<file path="config.mk">
export PLATFORM = sky130hd
export DESIGN_NAME = mux_rr_arbiter8
export DESIGN_NICKNAME = d
export VERILOG_FILES = /design/src/rtl/mux_arb_pkg.sv /design/src/rtl/rr_pick8.sv /design/src/rtl/mux_rr_arbiter8.sv
export SDC_FILE = /design/constraint.sdc
export NUM_CORES = 1
export LEC_CHECK = 0
export BUFFER_PORTS_ARGS = -buffer_cell sky130_fd_sc_hd__clkbuf_2
export CELL_PAD_IN_SITES_DETAIL_PLACEMENT = 1
export CELL_PAD_IN_SITES_GLOBAL_PLACEMENT = 1
export CORE_MARGIN = 3
export CORE_UTILIZATION = 43
export CTS_BUF_LIST = sky130_fd_sc_hd__clkbuf_4
export CTS_CLUSTER_SIZE = 28
export DETAILED_ROUTE_END_ITERATION = 10
export GPL_TIMING_DRIVEN = 0
export PLACE_DENSITY_LB_ADDON = 0.1
export SYNTH_ARGS = -nofsm -noshare
export SYNTH_HDL_FRONTEND = slang
export SYNTH_SLANG_ARGS = --single-unit
</file>
<file path="constraint.sdc">
create_clock -name clk -period 4.6 [get_ports clk]
set_input_delay 0.69 -clock clk [delete_from_list [all_inputs] [get_ports clk]]
set_output_delay 0.69 -clock clk [all_outputs]
set_load 0.05 [all_outputs]
</file>
<file path="src/rtl/mux_arb_pkg.sv">
// mux_arb_pkg: shared types, sizes and helpers for the 8-lane round-robin mux arbiter
package mux_arb_pkg;

    typedef enum logic {IDLE, GRANT} arb_state_t;

    localparam int N_LANES = 8;
    localparam int SEL_W   = 3;

    function automatic logic [SEL_W-1:0] oh2idx(input logic [N_LANES-1:0] oh);
        logic [SEL_W-1:0] idx;
        idx = '0;
        for (int i = 0; i < N_LANES; i++)
            if (oh[i]) idx = idx | SEL_W'(i);
        return idx;
    endfunction

endpackage

</file>
<file path="src/rtl/rr_pick8.sv">
// rr_pick8: combinational round-robin picker, searches last+1 .. last with wrap
module rr_pick8
    import mux_arb_pkg::*;
(
    input  logic [N_LANES-1:0] req,
    input  logic [SEL_W-1:0]   last,
    input  logic               excl_en,
    output logic [SEL_W-1:0]   pick_idx,
    output logic               pick_vld
);

    logic [N_LANES-1:0] rot;
    logic [N_LANES-1:0] first;

    // rot[k] is lane last+1+k, so the top bit is lane last itself
    always_comb begin
        rot = '0;
        for (int i = 0; i < N_LANES; i++)
            rot[i] = req[SEL_W'(int'(last) + 1 + i)];
        rot[N_LANES-1] = rot[N_LANES-1] & ~excl_en;
    end

    assign first    = rot & -rot;
    assign pick_idx = last + SEL_W'(1) + oh2idx(first);
    assign pick_vld = |rot;

endmodule

</file>
<file path="src/rtl/mux_rr_arbiter8.sv">
// mux_rr_arbiter8: round-robin arbiter and sequencer for the 8:1 one-bit mux lane.
// Define MUX_ARB_HOLD_EN to enable MAX_HOLD-beat bursts; otherwise it rotates every beat.
module mux_rr_arbiter8
    import mux_arb_pkg::*;
#(
    parameter int MAX_HOLD = 4
) (
    input  logic               clk,
    input  logic               rst,
    input  logic [N_LANES-1:0] req,
    input  logic [N_LANES-1:0] in,
    input  logic               out_rdy,
    output logic [SEL_W-1:0]   sel,
    output logic [N_LANES-1:0] gnt,
    output logic               gnt_vld,
    output logic               out
);

    if (MAX_HOLD < 1 || MAX_HOLD > 16) begin : g_bad_hold
        $error("MAX_HOLD must be in 1..16");
    end

    arb_state_t       state;
    logic [SEL_W-1:0] last;
    logic [SEL_W-1:0] pick_idx;
    logic             pick_vld;
    logic             hold_done;
    logic             repick;

    rr_pick8 u_pick (
        .req      (req),
        .last     (last),
        .excl_en  (state == GRANT),
        .pick_idx (pick_idx),
        .pick_vld (pick_vld)
    );

`ifdef MUX_ARB_HOLD_EN
    logic [3:0] hold_cnt;
    assign hold_done = hold_cnt == 4'(MAX_HOLD - 1);
    always_ff @(posedge clk) begin
        if (rst || repick)
            hold_cnt <= '0;
        else if (state == GRANT && out_rdy)
            hold_cnt <= hold_cnt + 4'd1;
    end
`else
    assign hold_done = 1'b1;
`endif

    // withdrawal or an exhausted burst reopens arbitration; stalls keep everything frozen
    assign repick = state == IDLE || !req[sel] || (out_rdy && hold_done);

    always_ff @(posedge clk) begin
        if (rst) begin
            state   <= IDLE;
            sel     <= '0;
            gnt     <= '0;
            gnt_vld <= 1'b0;
            last    <= '1;
        end else if (repick && pick_vld) begin
            state   <= GRANT;
            sel     <= pick_idx;
            gnt     <= N_LANES'(1) << pick_idx;
            gnt_vld <= 1'b1;
            last    <= pick_idx;
        end else if (state == GRANT && !req[sel]) begin
            state   <= IDLE;
            gnt     <= '0;
            gnt_vld <= 1'b0;
        end
    end

    assign out = gnt_vld & in[sel];

endmodule

</file>
**Word level (Yosys, flattened, before mapping)**

Cells that the tools add are included.

- $add $sub $neg: 11
- Multiply operators: 0
- Divide/modulo/power cells: 0
- Order comparisons: 9
- Equal/unequal tests: 0
- Shift-type cells: 1
- Multiplexer cells: 39
- Bitwise operators: 4
- Reductions and logical operators: 7

Operators with widths:

| cell | number |
|---|---|
| 3-bit by 5-bit less-than comparator with 1-bit output, second input constant | 8 |
| 1-bit binary-select mux with 3-bit select | 10 |
| 1-bit two-way mux | 21 |
| 8-bit two-way mux | 2 |
| 3-bit adder, second input constant | 4 |
| 3-bit two-way mux | 4 |
| 3-bit by 1-bit adder with 3-bit output, second input constant | 3 |
| 8-bit bitwise AND | 1 |
| 8-bit negation | 1 |
| 8-bit OR reduction | 1 |
| 1-bit by 3-bit << shifter with 8-bit output, first input constant | 1 |
| 3-bit by 2-bit adder with 3-bit output, second input constant | 2 |
| 3-bit by 4-bit less-than comparator with 1-bit output, second input constant | 1 |
| 2-bit two-way mux | 2 |
| 3-bit adder | 1 |
| 1-bit bitwise AND | 2 |
| 1-bit logical AND | 2 |
| 1-bit logical OR | 2 |
| 2-bit nonzero test | 1 |
| 1-bit logical NOT | 1 |
| 1-bit inverter | 1 |

- Bits in registers: 15
- Latch bits: 0
- Bits in writable memories: 0
- Memory bits (read-only): 0
- Input bits: 19
- Output and inout port bits: 13
- Word-level logic and storage cells: 75
- Memories: 0

**Logic depth before layout (Yosys ltp)**

Gate-level depths: netlist of run 1.

- Depth after elaboration: 18
- Mapped depth: 16
- Gate-level depth less buffers: 14

**Cells and area by module**

Synthesis of run 1 repeated with hierarchy kept, for this count alone.

- Cells, all modules: 154
- Area total of the unflattened synthesis: 1546.5 um2

Modules (own cells, without submodules):

| module | instances | cells each | area each (um2) | seq. area each (um2) |
|---|---|---|---|---|
| mux_rr_arbiter8 | 1 | 95 | 864.6 | 300.3 |
| rr_pick8 | 1 | 59 | 681.9 | 0.0 |

**Worst setup path after synthesis of run 1**

Ideal clock, no wire load.

- Path kind: register to register
- From: register last[0]
- To: register gnt[6]
- Library setup time: 0.070 ns
- Arrival time: 3.726 ns
- Data required time: 4.530 ns
- Path slack: 0.803 ns
- Cell stages (with the launch flop): 15
- Path buffers: 2
- Period minus slack after synthesis: 3.797 ns
- Cell sequence: dfxtp_1 buf_6 inv_1 ha_1 buf_4 mux4_1 mux2i_1 nand2b_4 nor2_1 a31oi_1 o21a_1 ha_1 fa_1 or4b_1 o2bb2ai_1

- Word-level cells in the longest chain between the ends: 17
- Elaborated cells on any way between the ends: 49
- Classes of those cells: add/sub: 11; shift: 1; mux: 32; bitwise: 2; reduce/logical: 3

Ends and longest elaborated chain:

| what | RTL line | text |
|---|---|---|
| from (decl) | mux_rr_arbiter8.sv:24 | `logic [SEL_W-1:0] last;` |
| from (signal assigned) | mux_rr_arbiter8.sv:66 | `last <= pick_idx;` |
| 3-bit by 1-bit adder with 3-bit output | rr_pick8.sv:19, rr_pick8.sv:24 |  |
| 3-bit by 2-bit adder with 3-bit output | rr_pick8.sv:19 | `rot[i] = req[SEL_W'(int'(last) + 1 + i)];` |
| 1-bit binary-select mux with 3-bit select | rr_pick8.sv:19 |  |
| 1-bit two-way mux (implied by the code) (2 in a row) | rr_pick8.sv:19 |  |
| 8-bit negation | rr_pick8.sv:23 | `assign first = rot & -rot;` |
| 8-bit bitwise AND | rr_pick8.sv:23 |  |
| 1-bit two-way mux | mux_arb_pkg.sv:13 | `if (oh[i]) idx = idx \| SEL_W'(i);` |
| 2-bit two-way mux (2 in a row) | mux_arb_pkg.sv:13 |  |
| 3-bit two-way mux (4 in a row) | mux_arb_pkg.sv:13 |  |
| 3-bit adder | rr_pick8.sv:24 | `assign pick_idx = last + SEL_W'(1) + oh2idx(first);` |
| 1-bit by 3-bit << shifter with 8-bit output | mux_rr_arbiter8.sv:64 | `gnt <= N_LANES'(1) << pick_idx;` |
| 8-bit two-way mux | mux_rr_arbiter8.sv:61 | `end else if (repick && pick_vld) begin` |
| to (signal assigned) | mux_rr_arbiter8.sv:64 |  |
| to (decl) | mux_rr_arbiter8.sv:14 | `output logic [N_LANES-1:0] gnt,` |

Several ways; a longest one is shown, not always the timed one. The select of a mux whose other input is x is not followed.
A chain may end at the register's enable or synchronous reset.

**Worst setup path in the final report of run 1**

Same ends and word-level chain as after synthesis.

==> metrics, run 1 <==
critical path peak fanout 10; HP Class flop to flop; DRC Markers 0; hold buffer count at CTS 0; grt total ovfl 0; clock buffer depth 2; fin cells 206; ANT cells 0; Synthesis Warnings 0; required time worst endpoint 4.82 ns; Max stage delay on crit path 0.63 ns; critical path cell sequence buf_6 > inv_1 > ha_1 > buf_4 > mux4_1 > mux2i_1 > nand2b_4 > nor2_1 > a31oi_1 > o21a_1 > ha_1 > fa_1 > or4b_1 > o2bb2ai_1; antenna-violating nets left 0; unrepaired setup endpoints after global routing false; Placer Congestion 0.703; Clock Sinks 15; post-route core utilization 53.1%; largest net degree at the start of global routing 11; final setup fails 0; max cap viols 0; Routed WL per cell 16.3 µm; drt pass-1 iters 4; Area growth syn-to-layout 17.2%; CTS resizes 0; Worst-Margin Slew 0.764 ns; crit end category flop; Synth Instances 127; initial antenna violation count 0; Root Driver clkbuf_4; Worst path slowest cell mux4_1; CP Launch Type flop; H-tree Lvls 1; CTS tree done; syn_nets 150; synthesized area 0.00140 mm²; Yosys cell types 44; Post-Place Cells 202; post-CTS setup buffer count 0; cell mode on critical path ha_1; post-synth top area cell dfxtp_1; CTS buffer count 3; Initial DRC Count 43; chip width 63.0 µm; top cell type's share of synthesized area 21.5%; top cells by area, synth dfxtp_1, mux4_2, mux4_1, mux2i_1, xnor3_1; number of global-route vias before repair 1257; Vias/cell 5.75; starting density of the core 45.3%; fin crit share 92.8%; Most used DFF post-synth dfxtp_1; critical path arrival 4.49 ns; Clock Skew 0.00259 ns; die footprint 0.00396 mm²; WP buf/inv 3; critical path's top delay family adder cells; Post-synth EDFFs 0; global-route wire length before repair 5930 µm; count of state elements after synthesis 15; min Tclk post-route 4.27 ns; critical path class flop to flop; post-DP HPWL 2790 µm; worst skew pair latency 0.29 ns; share of cells above drive strength 1 34.0%; Worst slew margin 48.6%; f_max 0.234 GHz; Reg clk slew, reported paths 0.10 ns; outcome finished, final reports clean; hold slack 0.479 ns; core region area 0.00308 mm²; Fin Setup TNS 0 ns; Seq/Total Area, Yosys 21.5%; final hold violation count 0; Placement Rows 20; Tot GR Track Use 18.6%; ys async rst share 0%; fin nets 186; Buffers on Ports 31; DRT Wirelength 3360 µm; Final Max Slew Viols 0; Synth Area per Inst 11.0 µm²; I/O pin count 32; via count 1185; die height 63.0 µm
[worst reg2reg max path: stages (launching register included)]
cell	delay, ns
dfxtp_1	0.38
buf_6	0.17
inv_1	0.07
ha_1	0.28
buf_4	0.17
mux4_1	0.63
mux2i_1	0.37
nand2b_4	0.11
nor2_1	0.18
a31oi_1	0.11
o21a_1	0.20
ha_1	0.19
fa_1	0.55
or4b_1	0.60
o2bb2ai_1	0.19
[path summary, 6_finish.rpt]
| check | startpoint | to | slack (ns) | cells after the start |
|---|---|---|---|---|
| max | last[0] | gnt[6] | 0.33 | 14 |
| min | gnt[2] | gnt[2] | 0.48 | 1 |
| max reg2reg | last[0] | gnt[6] | 0.33 | 14 |
| min reg2reg | gnt[2] | gnt[2] | 0.48 | 1 |
[layout make-up]
class	count	area (µm²)
buffer	6	52.6
clock buffer	3	22.5
clock inverter	1	7.51
fill	370	1440
inverter	7	26.3
multi-input combinational	99	1020
sequential	15	300
tap	44	55.1
timing repair buffer	31	155
[cells in the mapped netlist (3+ instances only)]
cell type / count
a21o_1: 3
o21a_1: 3
o2bb2ai_1: 7
nand2_1: 4
mux4_1: 4
nor4_1: 6
mux4_2: 8
a21oi_1: 4
nor2_1: 12
buf_4: 3
ha_1: 3
xnor3_1: 3
nor4b_1: 4
inv_1: 6
dfxtp_1: 15
mux2i_1: 7
[routing by layer]
layer / share of wire [%] / wire [µm] / GRT usage [%]
met2: 53 / 1790 / 34.5
met3: 3.2 / 109 / 3.78
met5: 0 / 0 / 0
met1: 42 / 1430 / 22.0
met4: 0.86 / 29 / 3.31
[flip-flops by register name (all words and copies together) (netlist names)]
register	flops
last	3
state	1
gnt	8
sel	3
[cell families (layout without fill, tap and decap cells)]
| kind of cell | Yosys count | after routing | synth area share (%) |
|---|---|---|---|
| AOI/OAI and AO/OA | 30 | 30 | 17.6 |
| xor gates and xnor gates | 6 | 6 | 7.80 |
| adders and majority gates | 4 | 4 | 4.13 |
| buffers and inverters | 13 | 48 | 5.65 |
| DFF | 15 | 15 | 21.5 |
| muxes | 21 | 21 | 27.1 |
| and+or+nand+nor | 38 | 38 | 16.2 |
[per-stage QoR]
stage	setup WS, ns	cell area [µm²]
after floorplan	0.803	1400
final	0.330	1640
after global placement	0.483	1610
after detailed placement	0.325	1610
after global routing	0.0492	1640
after CTS	0.288	1640
[layout by cell type (no fill, tap or decap), drive strengths merged, types with 2 or more instances in the layout]
master / instances
clkbuf: 34
dfxtp: 15
nor2: 12
mux4: 12
mux2i: 7
o2bb2ai: 7
inv: 6
nor4: 6
nor4b: 4
nand2: 4
a21oi: 4
buf: 4
xnor3: 4
a21o: 3
o21a: 3
ha: 3
nand2b: 3
a211oi: 3
mux2: 2
a31oi: 2
nor2b: 2
a211o: 2
o211ai: 2
o21ai: 2
Power of run 1 is not shown: default switching activity piles up to over one toggle a cycle in this logic, so the estimate is an artifact.
==> run 2, diff against run 1 <==
--- a/config.mk
+++ b/config.mk
@@ -5,11 +5,12 @@
 export SDC_FILE = /design/constraint.sdc
 export NUM_CORES = 1
 export LEC_CHECK = 0
+export ABC_AREA = 1
 export BUFFER_PORTS_ARGS = -buffer_cell sky130_fd_sc_hd__clkbuf_2
 export CELL_PAD_IN_SITES_DETAIL_PLACEMENT = 1
 export CELL_PAD_IN_SITES_GLOBAL_PLACEMENT = 1
 export CORE_MARGIN = 3
-export CORE_UTILIZATION = 43
+export CORE_UTILIZATION = 37
 export CTS_BUF_LIST = sky130_fd_sc_hd__clkbuf_4
 export CTS_CLUSTER_SIZE = 28
 export DETAILED_ROUTE_END_ITERATION = 10
@@ -18,3 +19,4 @@
 export SYNTH_ARGS = -nofsm -noshare
 export SYNTH_HDL_FRONTEND = slang
 export SYNTH_SLANG_ARGS = --single-unit
+export TNS_END_PERCENT = 20
==> run 2 against run 1 <==
Cell area increased by 3.9%. Hold slack improved by 0.0076 ns. Non-clock buffer count unchanged. Highest routed layer is now met3. Critical path type unchanged. Final cell count increased by 67%. Critical path depth increased by 11.
==> metrics, run 2 <==
global-route wire length before repair 7490 µm (+26%); Synthesis Warnings 0 (unchanged); top post-synthesis cells by count nand2_1, nand3_1, nor2_1, inv_1, dfxtp_1; HP Class flop to flop; number of global-route vias before repair 1663 (+32%); post-CTS setup buffer count 0 (unchanged); most frequent cells in the layout nand2_1, clkbuf_2, nand3_1; Tot GR Track Use 20.7% (+2.1 points); Seq/Total Area, Yosys 20.6% (-0.91 points); Worst path slowest cell dfxtp_1; Vias/cell 4.98 (-13%); critical path class flop to flop; DRT Wirelength 4430 µm (+32%); unrepaired setup endpoints after global routing false; Routed WL per cell 12.9 µm (-21%); Post-synth EDFFs 0 (unchanged); min Tclk post-route 3.78 ns (-0.493 ns); largest net degree at the start of global routing 12 (+1); chip width 68.7 µm (+9.2%); Initial DRC Count 60 (+40%); drt pass-1 iters 4 (unchanged); share of cells above drive strength 1 21.3% (-13 points); Area growth syn-to-layout 16.7%; max reg flops 8 (unchanged); I/O pin count 32 (unchanged); Max stage delay on crit path 0.45 ns (-0.18 ns); clock buffer depth 2 (unchanged); Synth Instances 261 (+110%); final hold violation count 0 (unchanged); Root Driver clkbuf_4; Yosys cell types 25 (-43%); placed inst area 0.00167 mm² (+4.1%); Seq. cell area 300 µm² (unchanged); fillers 569 (+54%); most common cell after layout, fill and taps aside nand2_1; synthesized area 0.00146 mm² (+4.4%); post-DP HPWL 3690 µm (+32%); Buffers on Ports 31 (unchanged); top flop regs gnt (8), last (3), sel (3); starting density of the core 39.2% (-6.1 points); worst skew pair latency 0.29 ns (about the same); DRC Markers 0 (unchanged); Final Max Slew Viols 0 (unchanged); ANT cells 0 (unchanged); CP Launch Type flop; post-synth top area cell nand2_1; Cells on Worst Hold Path 2 (+1); hold buffer count at CTS 0 (unchanged); initial antenna violation count 0 (unchanged); count of state elements after synthesis 15 (unchanged); required time worst endpoint 4.77 ns (-0.05 ns); cell mode on critical path nand2_1; largest reg by FF count gnt; most common cell in the netlist nand2_1; Most used DFF post-synth dfxtp_1; Reg clk slew, reported paths 0.10 ns (about the same); via count 1714 (+45%); CTS tree done; Worst slew margin 70.6% (+22 points); grt total ovfl 0 (unchanged); syn_nets 284 (+89%); max cap viols 0 (unchanged); antenna-violating nets left 0 (unchanged); Finished Cell Area 0.00170 mm² (+3.9%); Clock Sinks 15 (unchanged); die footprint 0.00473 mm² (+19%); outcome finished, final reports clean; Worst-Margin Slew 0.441 ns (-0.322 ns); reg2reg path depth 25 (+11); Fin Setup TNS 0 ns (unchanged); CTS resizes 0 (unchanged); Placement Rows 22 (+10%); die height 68.7 µm (+9.2%); crit end category flop; top cells by area, synth nand2_1, dfxtp_1, nand3_1, nor2_1, inv_1; Synth Area per Inst 5.58 µm² (-49%); f_max 0.265 GHz (+13%); fin crit share 82.1% (-11 points); Placer Congestion 0.771 (+9.6%); H-tree Lvls 1 (unchanged); ys async rst share 0% (unchanged); top cell type's share of synthesized area 24.2% (+2.7 points); critical path arrival 3.94 ns (-0.55 ns); core region area 0.00372 mm² (+21%); critical path peak fanout 11 (+1); final setup fails 0 (unchanged); Multi-input gate area 0.00100 mm² (-1.2%); fin nets 320 (+72%); Clock Skew 0.00330 ns (+0.000711 ns); CTS buffer count 3 (unchanged)
==> run 2: cell count changes in the layout (fill, tap and decap cells not counted), moves of 8 or more <==
cell / before / now
inv_1: 6 / 25
nand3_1: 1 / 30
o21ai_0: 1 / 12
nand2_2: 0 / 13
nand2_1: 4 / 94
a21oi_1: 4 / 12
mux4_2: 8 / 0
nor2_1: 12 / 27
==> run 2: worst max-delay path: cells and delay by family (launching register included) <==
| kind | cells | cell delay (ns) |
|---|---|---|
| AO/OA/AOI/OAI | 2 | 0.23 |
| XOR/XNOR | 1 | 0.16 |
| adder cells (fa/ha/maj) | 3 | 0.86 |
| buffers and inverters | 5 | 0.63 |
| flip-flops | 1 | 0.45 |
| AND/OR/NAND/NOR | 14 | 1.31 |
==> run 2: final timing paths <==
kind,start,to,slack [ns]
hold / removal,gnt[3],gnt[3],0.49
setup reg to reg,last[0],gnt[5],0.82
hold reg to reg,gnt[3],gnt[3],0.49
setup / recovery,last[0],gnt[5],0.82
==> run 2: kinds of logic (layout without fill, tap and decap cells) <==
family / count (synthesis) / in the layout / synth area share [%]
AND/OR/NAND/NOR: 175 / 175 / 52.8
flip-flops: 15 / 15 / 20.6
buffers and inverters: 35 / 70 / 10.5
XOR/XNOR: 1 / 1 / 0.601
adder cells (fa/ha/maj): 4 / 4 / 3.95
AO/OA/AOI/OAI: 31 / 31 / 11.5
==> run 2: layout make-up <==
type                    instances  area share (%)
plain buffers                   6            2.58
multi-input cells             211            59.1
well taps                      48            3.53
clock inverters                 1           0.295
flip-flops and latches         15            17.7
repair buffers                 31            9.13
clock buffers                   3            1.33
inverters                      29            6.41
==> run 2: layer usage <==
metal	part of all wire (%)	up-vias	track usage [%]
met5	0	-	0
met4	0	0	2.19
met3	2.1	0	3.40
met2	48	22	36.1
met1	50	793	27.6
li1	-	899	-
==> run 2: stage by stage <==
| stage | utilization, % | cells | worst slack [ns] | hold slack, ns |
|---|---|---|---|---|
| finish | 45.7 | 344 | 0.824 | 0.487 |
| global route | 45.7 | 344 | 0.427 | 0.515 |
| CTS | 45.7 | 344 | 0.803 | 0.491 |
| detailed placement | 45.0 | 340 | 0.837 | 0.476 |
| global placement | 45.0 | 340 | 0.877 | 0.471 |
| floorplan | - | 261 | 1.32 | 0.495 |
Power of run 2 is left out for the same reason.
